File: src/rtl/mem_stage_ctrl.sv
// MEM pipeline stage: req/ack data-memory access with stall, plus the MEM/WB register.
// Optional MEM_ALIGN_CHECK_EN adds misalign_o and suppresses misaligned accesses.
module mem_stage_ctrl #(
    parameter int unsigned DATA_W = 32,
    parameter int unsigned REG_W  = 5
) (
    input  logic              clk_i,
    input  logic              rst_i,
    input  logic [1:0]        WB_i,
    input  logic [1:0]        M_i,
    input  logic [DATA_W-1:0] ALUresult_i,
    input  logic [DATA_W-1:0] WriteData_i,
    input  logic [REG_W-1:0]  RegRD_i,
    output logic              mem_req_o,
    output logic              mem_we_o,
    output logic [DATA_W-1:0] mem_addr_o,
    output logic [DATA_W-1:0] mem_wdata_o,
    input  logic              mem_ack_i,
    input  logic [DATA_W-1:0] mem_rdata_i,
    output logic              stall_o,
    output logic [1:0]        WB_o,
    output logic [DATA_W-1:0] MemData_o,
    output logic [DATA_W-1:0] ALUresult_o,
    output logic [REG_W-1:0]  RegRD_o
`ifdef MEM_ALIGN_CHECK_EN
    ,
    output logic              misalign_o
`endif
);

    typedef enum logic [1:0] {
        IDLE   = 2'd0,
        ACCESS = 2'd1,
        DONE   = 2'd2
    } state_t;

    state_t            state, next_state;
    logic              mem_op_c;
    logic              misalign_c;
    logic              start_c;
    logic              stall_c;
    logic [DATA_W-1:0] rdata_q;

    assign mem_op_c = |M_i;
`ifdef MEM_ALIGN_CHECK_EN
    assign misalign_c = |ALUresult_i[1:0];
`else
    assign misalign_c = 1'b0;
`endif
    assign start_c = mem_op_c & ~misalign_c;

    // State register
    always_ff @(posedge clk_i or posedge rst_i) begin
        if (rst_i) state <= IDLE;
        else       state <= next_state;
    end

    // Next state and stall
    always_comb begin
        next_state = state;
        stall_c    = 1'b0;
        case (state)
            IDLE: begin
                if (start_c) begin
                    stall_c    = 1'b1;
                    next_state = ACCESS;
                end
            end
            ACCESS: begin
                stall_c = 1'b1;
                if (mem_ack_i) next_state = DONE;
            end
            DONE:    next_state = IDLE;
            default: next_state = IDLE;
        endcase
    end

    // Gated by reset so a pending op in IDLE cannot hold stall during reset
    assign stall_o = stall_c & ~rst_i;

    // Memory port latches and MEM/WB register
    always_ff @(posedge clk_i or posedge rst_i) begin
        if (rst_i) begin
            mem_req_o   <= 1'b0;
            mem_we_o    <= 1'b0;
            mem_addr_o  <= '0;
            mem_wdata_o <= '0;
            rdata_q     <= '0;
            WB_o        <= '0;
            MemData_o   <= '0;
            ALUresult_o <= '0;
            RegRD_o     <= '0;
`ifdef MEM_ALIGN_CHECK_EN
            misalign_o  <= 1'b0;
`endif
        end else begin
`ifdef MEM_ALIGN_CHECK_EN
            misalign_o <= 1'b0;
`endif
            case (state)
                IDLE: begin
                    if (start_c) begin
                        mem_req_o   <= 1'b1;
                        mem_we_o    <= M_i[0];
                        mem_addr_o  <= ALUresult_i;
                        mem_wdata_o <= WriteData_i;
                        WB_o        <= '0;
                        MemData_o   <= '0;
                        ALUresult_o <= '0;
                        RegRD_o     <= '0;
                    end else begin
                        WB_o        <= misalign_c ? 2'b00 : WB_i;
                        MemData_o   <= '0;
                        ALUresult_o <= ALUresult_i;
                        RegRD_o     <= RegRD_i;
`ifdef MEM_ALIGN_CHECK_EN
                        misalign_o  <= mem_op_c & misalign_c;
`endif
                    end
                end
                ACCESS: begin
                    WB_o        <= '0;
                    MemData_o   <= '0;
                    ALUresult_o <= '0;
                    RegRD_o     <= '0;
                    if (mem_ack_i) begin
                        mem_req_o <= 1'b0;
                        rdata_q   <= mem_we_o ? '0 : mem_rdata_i;
                    end
                end
                DONE: begin
                    WB_o        <= WB_i;
                    MemData_o   <= rdata_q;
                    ALUresult_o <= ALUresult_i;
                    RegRD_o     <= RegRD_i;
                end
                default: ;
            endcase
        end
    end

endmodule
File: config.mk
export PLATFORM = sky130hd
export DESIGN_NAME = mem_stage_ctrl
export DESIGN_NICKNAME = d
export VERILOG_FILES = /design/src/rtl/mem_stage_ctrl.sv
export SDC_FILE = /design/constraint.sdc
export NUM_CORES = 1
export LEC_CHECK = 0
export ABC_AREA = 0
export BUFFER_PORTS_ARGS = -buffer_cell sky130_fd_sc_hd__buf_4
export CAP_MARGIN = 10
export CELL_PAD_IN_SITES_DETAIL_PLACEMENT = 1
export CELL_PAD_IN_SITES_GLOBAL_PLACEMENT = 2
export CORE_MARGIN = 5
export CORE_UTILIZATION = 34
export CTS_CLUSTER_DIAMETER = 40
export DETAILED_ROUTE_END_ITERATION = 10
export GPL_TIMING_DRIVEN = 0
export PLACE_DENSITY_LB_ADDON = 0.1
export SYNTH_ARGS = -nofsm -noshare
export SYNTH_HDL_FRONTEND = slang
export SYNTH_SLANG_ARGS = --single-unit
File: constraint.sdc
create_clock -name clk_i -period 8.9 [get_ports clk_i]
set_input_delay 1.78 -clock clk_i [delete_from_list [all_inputs] [get_ports clk_i]]
set_output_delay 1.78 -clock clk_i [all_outputs]
set_load 0.05 [all_outputs]
# Yosys cells after proc, flatten, opt, wreduce, memory -nomap -nowiden
# Cells that the tools add are included.
# classes
muxes,16
eq_ne,4
reduce_logical,10
bitwise_logic,2
# op_table
cell,count
case mux 32 bit (3 select lines),1
2-to-1 mux 32 bit,2
case mux 32 bit (2 select lines),1
case mux 5 bit (3 select lines),1
2-to-1 mux 2 bit,3
case mux 2 bit (3 select lines),1
AND reduction 2 bit,3
2-to-1 mux 5 bit,1
inequality test 2 bit (second input constant),2
case mux 1 bit (2 select lines),2
case mux 2 bit (2 select lines),1
nonzero test 2 bit,2
OR reduction 2 bit,2
2-to-1 mux 1 bit,3
AND reduction 3 bit,1
nonzero test 3 bit,1
== test 2 x 1 -> 1 bit (second input constant),1
== test 2 bit (second input constant),1
logical NOT 2 bit,1
bitwise AND 1 bit,1
NOT 1 bit,1
# word_totals
output_inout_bits,138
register_bits,171
elab_cells,42
inputBits,108

# Depth between registers and ports, before layout
# depth
depth_word,4
mapped_depth,7
ltp_nobuf,5

# Least setup slack after synthesis
# OpenSTA, ideal clock, no wires.
# synth_timing
path_kind,input to output
startpoint,in M_i[1]
endpoint,out stall_o
arrival_ns,2.923
t_required_ns,7.120
slack_ns,4.197
path_buffers,2
path_stages,5
path_cell_list,o21a_1 -> buf_6 -> buf_6 -> a21oi_1 -> nor2_1
# synth_via
elab_chain_cells,4
# synth_rtl
element,line_no,text
from (decl),10,"input logic [1:0] M_i,"
OR reduction 2 bit,44,assign mem_op_c = |M_i;
2-to-1 mux 1 bit,64,if (start_c) begin
case mux 1 bit (2 select lines),62,case (state)
bitwise AND 1 bit,79,assign stall_o = stall_c & ~rst_i;
to (decl),20,"output logic stall_o,"
# No other way between the ends.

# Worst setup path after layout
# Same ends and word-level chain as after synthesis.

==> parameters.txt <==
Parameter                              Value

Synth
  Share of Yosys cell area claimed by the top area cell type ... around 63%
  Post-synthesis sequential area ratio ... a little over three fifths
  Flip-flop and latch count after synthesis ... 171
  Largest area contributor in the netlist ... sky130_fd_sc_hd__dfrtp_1
  Nets in the synthesized netlist ... just over 600
  Number of instances in the synthesized netlist ... approximately 500
  Cell Area, Synth ... 6799 sq um
  Post-synthesis average cell area ... around 14 sq um
  Leading cell types by total area after synthesis ... sky130_fd_sc_hd__dfrtp_1, sky130_fd_sc_hd__mux2_4, sky130_fd_sc_hd__mux2_2
  Distinct cell type count after synthesis ... 24
  Syn. warnings ... 0

Floorplan
  Top-level port count ... 246
  Vertical die dimension ... 151.4 um
  Die width ... 151.4 um
  Area of the die ... roughly 23000 sq um
  Standard cell core area ... between 15000 and 20000 sq um
  Starting density of the core ... a little over a third
  FP Rows ... roughly 50

Power
  Worst supply voltage drop on vdd ... 0.1980 mV
  Proportion of total power due to net switching ... between 40% and 50%
  Sw Pwr ... approximately 1.9 mW
  Sequential share of power ... roughly 31%
  Leakage power ... 4.701 nW
  Fraction of power consumed by the clock network ... roughly 17%
  Power density normalized to cell area ... ~440 nW/um^2
  Internal power ... ~2.3 mW
  Comb power frac ... 52.6%

Clocking
  Clock network latency to the later pin of the worst-skew pair ... roughly 0.42 ns
  Level count of the clock H-tree ... 4
  Clock Sink Count ... 171
  Clock tree root driver cell ... sky130_fd_sc_hd__clkbuf_16
  TritonCTS clock tree ... yes
  Resized cells post-CTS ... 0
  Num CTS Buffers ... 17
  Hold buffer count at CTS ... 0
  Clock transition at path regs ... ~0.06 ns
  Worst-case clock buffer depth ... 2
  Post-CTS Repair Setup Buffers ... 0

Global route
  Congestion Overflow GR ... 0
  Via count of the first global-routing pass ... between 5000 and 6000
  Wire length of the first global-routing pass ... a little under 30000 um
  Number of antenna violations at the first check in global routing ... 0
  Largest net degree at the start of global routing ... 111
  Total Routing Usage GR ... between 10% and 20%

Placed design
  Count of input and output buffers ... between 200 and 250
  Placed instance count ... about 1000
  Gp weighted congestion ... ~0.73
  DP HPWL ... approximately 14000 um
  Placement-stage cell area ... ~9000 sq um

Critical path
  Type of destination of the critical path ... primary output
  Worst Path Class, Setup ... in -> out
  Arr. time, crit path ... about 2.9 ns
  Data required time at the worst endpoint ... a little over 7 ns
  Maximum fanout along the worst path ... 10
  Kind of launch point of the worst setup path ... primary input

Final layout
  Most common library cell in the layout ignoring fill and taps ... sky130_fd_sc_hd__buf_4
  Post-route design area ... about 9600 sq um
  Commonest non-fill, non-tap cells in the layout ... sky130_fd_sc_hd__buf_4, sky130_fd_sc_hd__dfrtp_1, sky130_fd_sc_hd__nor2_1
  Proportion of layout cells with a drive suffix above 1 ... between 40% and 50%
  Nets@finish ... 881
  Total inserted antenna cells ... 0
  Post-route insts no fill ... 1044
  Growth of design area from synthesis to finish ... 40.63%

Timing
  Remaining max-slew budget at the tightest pin ... 61.87%
  Worst-case clock skew ... between 0.009 and 0.01 ns
  Final setup fails ... 0
  RSZ-0062 raised after global routing ... no
  Fin. max-slew vios ... 0
  Final-layout setup total negative slack ... 0 ns
  Fin crit share ... a little over half
  Pin slew with the least headroom to its limit ... ~0.57 ns
  Count of endpoints failing hold in the final timing report ... 0
  Final min period ... approximately 4.7 ns
  Maximum clock rate ... approximately 210 MHz

Route
  Vias post-DR ... around 4800
  Antenna viol nets, final ... 0
  Iteration-0 DRC count of the detailed router ... between 90 and 100
  Vias per cell ... ~4.6
  Per-cell routed wire length ... between 15 and 20 um
  Residual DRC ... 0
  Final wirelength ... roughly 19000 um
  Detailed Routing Iterations Pass 1 ... 4

Job
  Maximum Capacitance Violations ... 0

Run status
  Run status ... finished clean

Worst hold path
  Type of the tightest min-delay check ... reg -> reg
[registers in the layout, indices dropped and copies added, names as in the netlist]
register	cells
mem_we_o	1
MemData_o	32
rdata_q	32
mem_req_o	1
RegRD_o	5
ALUresult_o	32
mem_addr_o	32
WB_o	2
state	2
mem_wdata_o	32
[through the flow]
| stage | hold WS [ns] | utilization (%) | total power, mW | setup WS, ns |
|---|---|---|---|---|
| final | 0.4835 | 48.81 | 4.192 | 4.183 |
| after global placement | 0.4634 | 45.79 | 3.481 | 0.5399 |
| after floorplan | 0.4507 | - | 2.815 | 2.488 |
| after CTS | 0.4882 | 48.81 | 4.258 | 4.148 |
| after global routing | 0.5043 | 48.81 | 4.413 | 4.141 |
| after detailed placement | 0.4714 | 45.97 | 3.534 | 4.151 |
[cell families after synthesis]
group	after synthesis	synth area share, %
adders and majority gates	6	1.104
DFF	171	62.94
buffers and inverters	35	2.852
and+or+nand+nor	113	7.563
AOI/OAI and AO/OA	73	7.435
muxes	104	18.11
[power groups by stage]
stage	sequential [mW]	combinational, mW	clock (mW)
2_1_floorplan	2.14	0.673	0
3_5_place_dp	1.30	2.24	0
5_1_grt	1.32	2.33	0.761
3_3_place_gp	1.28	2.20	0
4_1_cts	1.29	2.24	0.726
6_report	1.28	2.21	0.702
[cell usage after synthesis]
master / number
sky130_fd_sc_hd__a211oi_2: 1
sky130_fd_sc_hd__o21a_1: 2
sky130_fd_sc_hd__mux2i_1: 39
sky130_fd_sc_hd__a21boi_0: 1
sky130_fd_sc_hd__buf_6: 5
sky130_fd_sc_hd__dfrtp_1: 171
sky130_fd_sc_hd__nand2_1: 36
sky130_fd_sc_hd__nor3_1: 1
sky130_fd_sc_hd__a22o_1: 32
sky130_fd_sc_hd__nor2b_1: 2
sky130_fd_sc_hd__o21ai_0: 33
sky130_fd_sc_hd__mux2_4: 29
sky130_fd_sc_hd__nor2_1: 41
sky130_fd_sc_hd__clkbuf_1: 13
sky130_fd_sc_hd__mux2_2: 36
sky130_fd_sc_hd__buf_2: 11
sky130_fd_sc_hd__a311o_1: 1
sky130_fd_sc_hd__inv_1: 3
sky130_fd_sc_hd__o21ai_1: 1
sky130_fd_sc_hd__buf_4: 3
sky130_fd_sc_hd__a21oi_1: 2
sky130_fd_sc_hd__ha_1: 6
sky130_fd_sc_hd__nor3b_1: 1
sky130_fd_sc_hd__nand2b_1: 32
[path summary, 6_finish.rpt]
path                             start  slack (ns)  cells after the start              end
setup / recovery                M_i[1]        4.18                      7          stall_o
hold / removal             rdata_q[10]        0.48                      2      rdata_q[10]
setup reg to reg              state[0]        7.10                      7  ALUresult_o[19]
hold reg to reg            rdata_q[10]        0.48                      2      rdata_q[10]
max in group asynchronous        rst_i        6.63                      3   mem_addr_o[20]
min in group asynchronous        rst_i        1.38                      2   mem_wdata_o[4]
[area by class of cell]
class,instances,area [sq um]
inverter,3,18.77
clock buffer,19,442.9
tap,265,331.6
timing repair buffer,246,1867
sequential,171,4279
multi-input combinational,296,2326
buffer,32,182.7
clock inverter,12,113.9
fill,2103,10030
[critical path, stage by stage]
cell and delay [ns]:
sky130_fd_sc_hd__buf_4 0.13, sky130_fd_sc_hd__o21a_1 0.19, sky130_fd_sc_hd__buf_6 0.16, sky130_fd_sc_hd__buf_6 0.17, sky130_fd_sc_hd__a21oi_1 0.24, sky130_fd_sc_hd__nor2_1 0.07, sky130_fd_sc_hd__buf_4 0.19
[per-layer routing]
metal / share of wire [%] / global-route usage (%) / vias to the layer above
met4: 1.2 / 3.989 / 0
met5: 0 / 0 / -
li1: - / - / 2252
met1: 39 / 19.61 / 2436
met2: 51 / 29.23 / 140
met3: 8.3 / 6.822 / 14
No activity file was read; power rests on OpenSTA's default activity.
